<file path="config.mk">
export PLATFORM = sky130hd
export DESIGN_NAME = multicycle_ctrl_fsm
export DESIGN_NICKNAME = d
export VERILOG_FILES = /design/src/rtl/multicycle_ctrl_fsm.sv
export SDC_FILE = /design/constraint.sdc
export NUM_CORES = 1
export LEC_CHECK = 0
export ABC_AREA = 1
export BUFFER_PORTS_ARGS = -buffer_cell sky130_fd_sc_hd__buf_2
export CAP_MARGIN = 10
export CELL_PAD_IN_SITES_DETAIL_PLACEMENT = 0
export CELL_PAD_IN_SITES_GLOBAL_PLACEMENT = 1
export CORE_UTILIZATION = 21
export DETAILED_ROUTE_END_ITERATION = 8
export GPL_TIMING_DRIVEN = 0
export PLACE_DENSITY = 0.74
export SLEW_MARGIN = 5
export SYNTH_ARGS = -nofsm -noshare
export SYNTH_HDL_FRONTEND = slang
export SYNTH_SLANG_ARGS = --single-unit
export TNS_END_PERCENT = 100
</file>
<file path="constraint.sdc">
create_clock -name clk -period 1.3 [get_ports clk]
set_input_delay 0.26 -clock clk [delete_from_list [all_inputs] [get_ports clk]]
set_output_delay 0.26 -clock clk [all_outputs]
set_load 0.05 [all_outputs]
</file>
<file path="src/rtl/multicycle_ctrl_fsm.sv">
// Multicycle main controller: Moore FSM sequencing ALU, memory and register file for DP / LDR-STR / B.
// Optional performance counters are built when MCFSM_PERF_EN is defined.
//
// state  | meaning
// FETCH  | read instruction at PC; on mem_ready load IR and PC += 4
// DECODE | read registers, ALU computes PC+8; dispatch on op / cond_ex
// MEMADR | ALU computes base + offset
// MEMRD  | load access, held until mem_ready
// MEMWR  | store access, held until mem_ready
// MEMWB  | write loaded data to rd
// EXECR  | ALU op on RD1, RD2
// EXECI  | ALU op on RD1, ExtImm
// ALUWB  | write ALU result to rd
// BRANCH | PC <= PC+8 + offset
module multicycle_ctrl_fsm #(
  parameter int PERF_W = 32
) (
  input  logic              clk,
  input  logic              rst_n,
  input  logic [1:0]        op,
  input  logic [5:0]        funct,
  input  logic [3:0]        rd,
  input  logic              cond_ex,
  input  logic              mem_ready,
  output logic              mem_req,
  output logic              mem_w,
  output logic              ir_write,
  output logic              adr_src,
  output logic              alu_src_a,
  output logic [1:0]        alu_src_b,
  output logic [1:0]        result_src,
  output logic [1:0]        alu_control,
  output logic [1:0]        flag_w,
  output logic              reg_w,
  output logic              pc_write,
  output logic              illegal,
  output logic [PERF_W-1:0] perf_cycles,
  output logic [PERF_W-1:0] perf_instr
);

  typedef enum logic [3:0] {
    FETCH, DECODE, MEMADR, MEMRD, MEMWR, MEMWB, EXECR, EXECI, ALUWB, BRANCH
  } state_t;

  state_t state_q, state_d;

  logic [1:0] alu_dec;
  logic       cmd_ok;
  logic       is_addsub;
  logic [1:0] flag_dec;
  logic       rd_pc;

  always_ff @(posedge clk or negedge rst_n) begin
    if (!rst_n) state_q <= FETCH;
    else        state_q <= state_d;
  end

  always_comb begin
    alu_dec = 2'b00;
    cmd_ok  = 1'b1;
    case (funct[4:1])
      4'b0100: alu_dec = 2'b00;
      4'b0010: alu_dec = 2'b01;
      4'b0001: alu_dec = 2'b10;
      4'b1111: alu_dec = 2'b11;
      default: cmd_ok  = 1'b0;
    endcase
  end

  assign is_addsub = (funct[4:1] == 4'b0100) || (funct[4:1] == 4'b0010);
  assign flag_dec  = {funct[0], funct[0] & is_addsub};
  assign rd_pc     = (rd == 4'hF);

  always_comb begin
    state_d     = state_q;
    mem_req     = 1'b0;
    mem_w       = 1'b0;
    ir_write    = 1'b0;
    adr_src     = 1'b0;
    alu_src_a   = 1'b0;
    alu_src_b   = 2'b00;
    result_src  = 2'b00;
    alu_control = 2'b00;
    flag_w      = 2'b00;
    reg_w       = 1'b0;
    pc_write    = 1'b0;
    illegal     = 1'b0;
    case (state_q)
      FETCH: begin
        mem_req = 1'b1;
        if (mem_ready) begin
          ir_write   = 1'b1;
          alu_src_a  = 1'b1;
          alu_src_b  = 2'b10;
          result_src = 2'b10;
          pc_write   = 1'b1;
          state_d    = DECODE;
        end
      end
      DECODE: begin
        alu_src_a  = 1'b1;
        alu_src_b  = 2'b10;
        result_src = 2'b10;
        if (!cond_ex) begin
          state_d = FETCH;
        end else begin
          case (op)
            2'b01:   state_d = MEMADR;
            2'b00:   state_d = funct[5] ? EXECI : EXECR;
            2'b10:   state_d = BRANCH;
            default: begin
              illegal = 1'b1;
              state_d = FETCH;
            end
          endcase
        end
      end
      MEMADR: begin
        alu_src_b = 2'b01;
        state_d   = funct[0] ? MEMRD : MEMWR;
      end
      MEMRD: begin
        mem_req = 1'b1;
        adr_src = 1'b1;
        if (mem_ready) state_d = MEMWB;
      end
      MEMWR: begin
        mem_req = 1'b1;
        mem_w   = 1'b1;
        adr_src = 1'b1;
        if (mem_ready) state_d = FETCH;
      end
      MEMWB: begin
        result_src = 2'b01;
        reg_w      = 1'b1;
        pc_write   = rd_pc;
        state_d    = FETCH;
      end
      EXECR, EXECI: begin
        alu_src_b   = (state_q == EXECI) ? 2'b01 : 2'b00;
        alu_control = alu_dec;
        flag_w      = flag_dec;
        state_d     = ALUWB;
      end
      ALUWB: begin
        // undefined commands retire as NOPs: no register or PC write
        alu_control = alu_dec;
        reg_w       = cmd_ok;
        pc_write    = cmd_ok & rd_pc;
        state_d     = FETCH;
      end
      BRANCH: begin
        alu_src_b  = 2'b01;
        result_src = 2'b10;
        pc_write   = 1'b1;
        state_d    = FETCH;
      end
      default: state_d = FETCH;
    endcase
    // outputs are forced quiet for the whole time reset is held
    if (!rst_n) begin
      mem_req     = 1'b0;
      mem_w       = 1'b0;
      ir_write    = 1'b0;
      adr_src     = 1'b0;
      alu_src_a   = 1'b0;
      alu_src_b   = 2'b00;
      result_src  = 2'b00;
      alu_control = 2'b00;
      flag_w      = 2'b00;
      reg_w       = 1'b0;
      pc_write    = 1'b0;
      illegal     = 1'b0;
    end
  end

`ifdef MCFSM_PERF_EN
  logic [PERF_W-1:0] cycles_q;
  logic [PERF_W-1:0] instr_q;
  logic              retire;

  assign retire = (state_q == MEMWB) || (state_q == ALUWB) || (state_q == BRANCH) ||
                  ((state_q == MEMWR) && mem_ready);

  always_ff @(posedge clk or negedge rst_n) begin
    if (!rst_n) begin
      cycles_q <= '0;
      instr_q  <= '0;
    end else begin
      cycles_q <= cycles_q + 1'b1;
      if (retire) instr_q <= instr_q + 1'b1;
    end
  end

  assign perf_cycles = cycles_q;
  assign perf_instr  = instr_q;
`else
  assign perf_cycles = '0;
  assign perf_instr  = '0;
`endif

endmodule

</file>
==> flow_summary_export.csv <==
group,metric,value,unit
worst_setup_path,worst-endpoint-arrival,1.64,ns
die,initial_core_util,22.1,%
synth,netlist_top_cells_count,"sky130_fd_sc_hd__buf_4 (64), sky130_fd_sc_hd__nand2_1 (29), sky130_fd_sc_hd__inv_1 (15), sky130_fd_sc_hd__nand3_1 (14), sky130_fd_sc_hd__nor2_1 (9)",
clock_tree,clock-sinks,4,
pwr,p_per_area,1520,mW/mm^2
sta,final_period_minus_worst_setup_slack,1.90,ns
synth,yosys.cell_types.count,20,
synth,synth-seq-area-share,9.39,%
grt,gr-total-overflow,0,
synth,dominant_combinational_cell_family_by_area_after_synthesis,"buffers and inverters",
finish,diodes,0,
worst_setup_path,crit_path_cell_trace,"nor2_4 > buf_4 > nand3_4 > buf_6 > a31oi_4 > buf_6",
grt,grt_antenna_before_repair,0,
sta,final-max-slew-violation-count,0,
placement,place_hpwl,2200,um
clock_tree,cts_tree,"built",
sta,layout_setup_ws,-0.601,ns
sta,grt_setup_unrepaired,"yes",
synth,avgSynthCellArea,6.42,sq um
finish,largest-register,"state_q",
synth,yosys.area_share.simple,30.9,%
routing,final_antenna_net_count,0,
die,num_io_pins,96,
grt,grt_pass1_vias,1032,
synth,synth_top_cell_area_share,45.1,%
clock_tree,worstSkewPairLatency,0.23,ns
finish,drive_above_1_share,60.5,%
synth,ys.flop_type,"sky130_fd_sc_hd__dfrtp_1",
worst_setup_path,worst_ep_required_time,1.04,ns
worst_setup_path,crit_path_max_fanout,4,
synth,async_set_or_reset_register_ratio_after_synthesis,100,%
finish,top_regs,"state_q (4)",
run_status,run_status,"finished, violations left",
routing,drtPass1Iterations,4,
finish,largest_register_ff_count,4,
worst_setup_path,timing.critical_path.from_type,"register",
die,placement_rows,25,
grt,grt_util_all_layers,10.5,%
synth,synth_top_area_cell,"sky130_fd_sc_hd__buf_4",
finish,flow.area_growth_from_synthesis,111,%
sta,finalHoldViolations,0,
grt,maximum_number_of_pins_on_one_net_before_global_route_repair,11,
placement,numPortBuffers,31,
pwr,ir_worst_vdd,0.000505,V
synth,post_synth_mux_area_share,0,%
die,die_h,73.3,um
worst_setup_path,critical_path.top_delay_family,"buffers and inverters",
synth,synthMostInstantiatedCell,"sky130_fd_sc_hd__buf_4",
grt,wire_length_of_the_first_global_routing_pass,4360,um
worst_setup_path,timing_worst_setup_path_type,"register to output port",
finish,util_after_layout,46.6,%
finish,nNetsFinal,308,
synth,synthTopCellsByArea,"sky130_fd_sc_hd__buf_4 (45%), sky130_fd_sc_hd__nand2_1 (10%), sky130_fd_sc_hd__dfrtp_1 (9.4%)",
synth,ys_seq_elements,4,
placement,gp_congestion,0.766,
die,die_area,0.00537,sq mm
sta,timing.fmax,0.526,GHz
synth,synth_compound_area_share,6.22,%
sta,timing.final.setup_violations,20,
routing,detail_route.wl_per_cell,8.46,um
sta,clock-skew-final,0.00542,ns
synth,synth_xor_area_share,0,%
worst_setup_path,cp_slowest_cell,"sky130_fd_sc_hd__dfrtp_2",
die,core,0.00482,sq mm
die,dieWidth,73.3,um
run_status,failed_checks,"negative setup slack",
clock_tree,numCtsBuffers,3,
hold_path,worst_hold_path_type,"input pin to register",
finish,n_fill_cell,491,
synth,mappedNetlistArea,0.00107,sq mm
clock_tree,cts.path.max_buffers,2,
worst_setup_path,critical-path-top-cell-by-count,"sky130_fd_sc_hd__buf_6",
worst_setup_path,critPathCaptureType,"output port",
clock_tree,cts_max_level,1,
clock_tree,clock_pin_slew_worst_setup_and_hold_paths,0.03,ns
worst_setup_path,cpPeakStageDelay,0.44,ns
routing,violation_count_after_the_first_detailed_route_iteration,36,
clock_tree,clk_root_buffer_cell,"sky130_fd_sc_hd__clkbuf_8",
sta,finalCritPeriodShare,146,%
synth,yosys.area_share.adder,0,%
pwr,pnr_total_power,0.00342,W
worst_setup_path,timing.critical_path.buf_inv,3,
synth,synth-edff-count,0,
routing,vias_per_cell,3.38,
pwr,p_leak,1.23,nW
synth,yosys_warnings,0,
synth,postSynthCellCount,166,
routing,detail_route.drc_violations,0,
routing,wirelength,3030,um
job,maxCapViolations,0,
routing,vias,1210,
## final cells by class
class	instances	area (sq um)	area share, %
flip-flops and latches	4	103	4.57
repair buffers	58	526	23.4
well taps	67	83.8	3.73
clock buffers	4	45.0	2.01
multi-input cells	142	898	40.0
inverters	17	87.6	3.90
plain buffers	66	503	22.4
## layout by cell type (no fill, tap or decap)
cell type                       count
sky130_fd_sc_hd__nand2_2            8
sky130_fd_sc_hd__nor3_4             3
sky130_fd_sc_hd__conb_1            64
sky130_fd_sc_hd__nand3_4            4
sky130_fd_sc_hd__dfrtp_2            2
sky130_fd_sc_hd__a21oi_4            6
sky130_fd_sc_hd__nand2_4            2
sky130_fd_sc_hd__buf_2             15
sky130_fd_sc_hd__nand2_1           19
sky130_fd_sc_hd__o211ai_1           2
sky130_fd_sc_hd__inv_2              4
sky130_fd_sc_hd__buf_12             1
sky130_fd_sc_hd__clkbuf_8           3
sky130_fd_sc_hd__dlygate4sd3_1      1
sky130_fd_sc_hd__clkbuf_1           1
sky130_fd_sc_hd__buf_8              2
sky130_fd_sc_hd__nand4_1            5
sky130_fd_sc_hd__inv_1              7
sky130_fd_sc_hd__a31oi_4            1
sky130_fd_sc_hd__nand3_1            9
sky130_fd_sc_hd__nor2_2             1
sky130_fd_sc_hd__inv_4              1
sky130_fd_sc_hd__nor4_4             1
sky130_fd_sc_hd__clkinv_4           1
sky130_fd_sc_hd__clkinvlp_4         3
sky130_fd_sc_hd__o21ai_4            2
sky130_fd_sc_hd__nand3_2            3
sky130_fd_sc_hd__inv_6              1
sky130_fd_sc_hd__buf_6             28
sky130_fd_sc_hd__dfrtp_1            2
sky130_fd_sc_hd__nor2_1             5
sky130_fd_sc_hd__o21ai_2            1
sky130_fd_sc_hd__buf_4             77
sky130_fd_sc_hd__nor2_4             6
## per-stage QoR
| step | hold WS [ns] | setup TNS, ns | area, sq um | setup slack (ns) | cells |
|---|---|---|---|---|---|
| floorplan | -0.0356 | -3.09 | 1480 | -0.286 | 229 |
| global placement | 0.132 | -5.59 | 1720 | -0.460 | 327 |
| detailed placement | 0.130 | -5.58 | 1720 | -0.468 | 327 |
| CTS | 0.287 | -7.08 | 2080 | -0.525 | 348 |
| global route | 0.300 | -9.25 | 2250 | -0.640 | 358 |
| finish | 0.281 | -8.12 | 2250 | -0.601 | 358 |
## kinds of logic after synthesis
logic type      Yosys count
compound gates           12
buf+inv                  83
flops                     4
other cells               1
simple gates             66
## worst register-to-register path: cells and delay by family, from the launching register on
family	cells	cell delay (ns)
flops	1	0.44
simple gates	7	0.64
buf+inv	3	0.38
## report_power, final
group          total (W)  leakage (nW)  switching, W  internal, W
sequential      0.000210        0.0498     0.0000388     0.000172
clock           0.000286        0.0228     0.0000756     0.000210
combinational    0.00293          1.15       0.00176      0.00117
## repair_timing
action | 4_1_cts | 5_1_grt
gates cloned | 0 | 0
buffers inserted | 16 | 13
endpoints found under the hold margin | 4 | 0
endpoints found under the setup margin | 18 | 20
hold buffers | 1 | 0
pin swaps | 15 | 22
gates resized for setup | 54 | 27
## metal layers
metal / up-vias / track usage (%) / part of all wire, %
met5: - / 0 / 0
met1: 501 / 10.6 / 35
met2: 51 / 20.5 / 56
met4: 0 / 5.88 / 2.6
met3: 7 / 1.65 / 6.7
li1: 651 / - / -
## path summary, 6_finish.rpt
kind	start	to	slack, ns	cells after the start
worst max register to register	state_q[2]$_DFFE_PN0P_	state_q[2]$_DFFE_PN0P_	-0.24	10
max in group asynchronous	rst_n	state_q[2]$_DFFE_PN0P_	0.50	2
worst max-delay path	state_q[2]$_DFFE_PN0P_	result_src[1]	-0.60	6
min in group asynchronous	rst_n	state_q[3]$_DFFE_PN0P_	0.60	2
worst min register to register	state_q[3]$_DFFE_PN0P_	state_q[3]$_DFFE_PN0P_	0.70	3
worst min-delay path	op[1]	state_q[3]$_DFFE_PN0P_	0.28	3
Note: power is estimated with default switching activity, not from simulation.
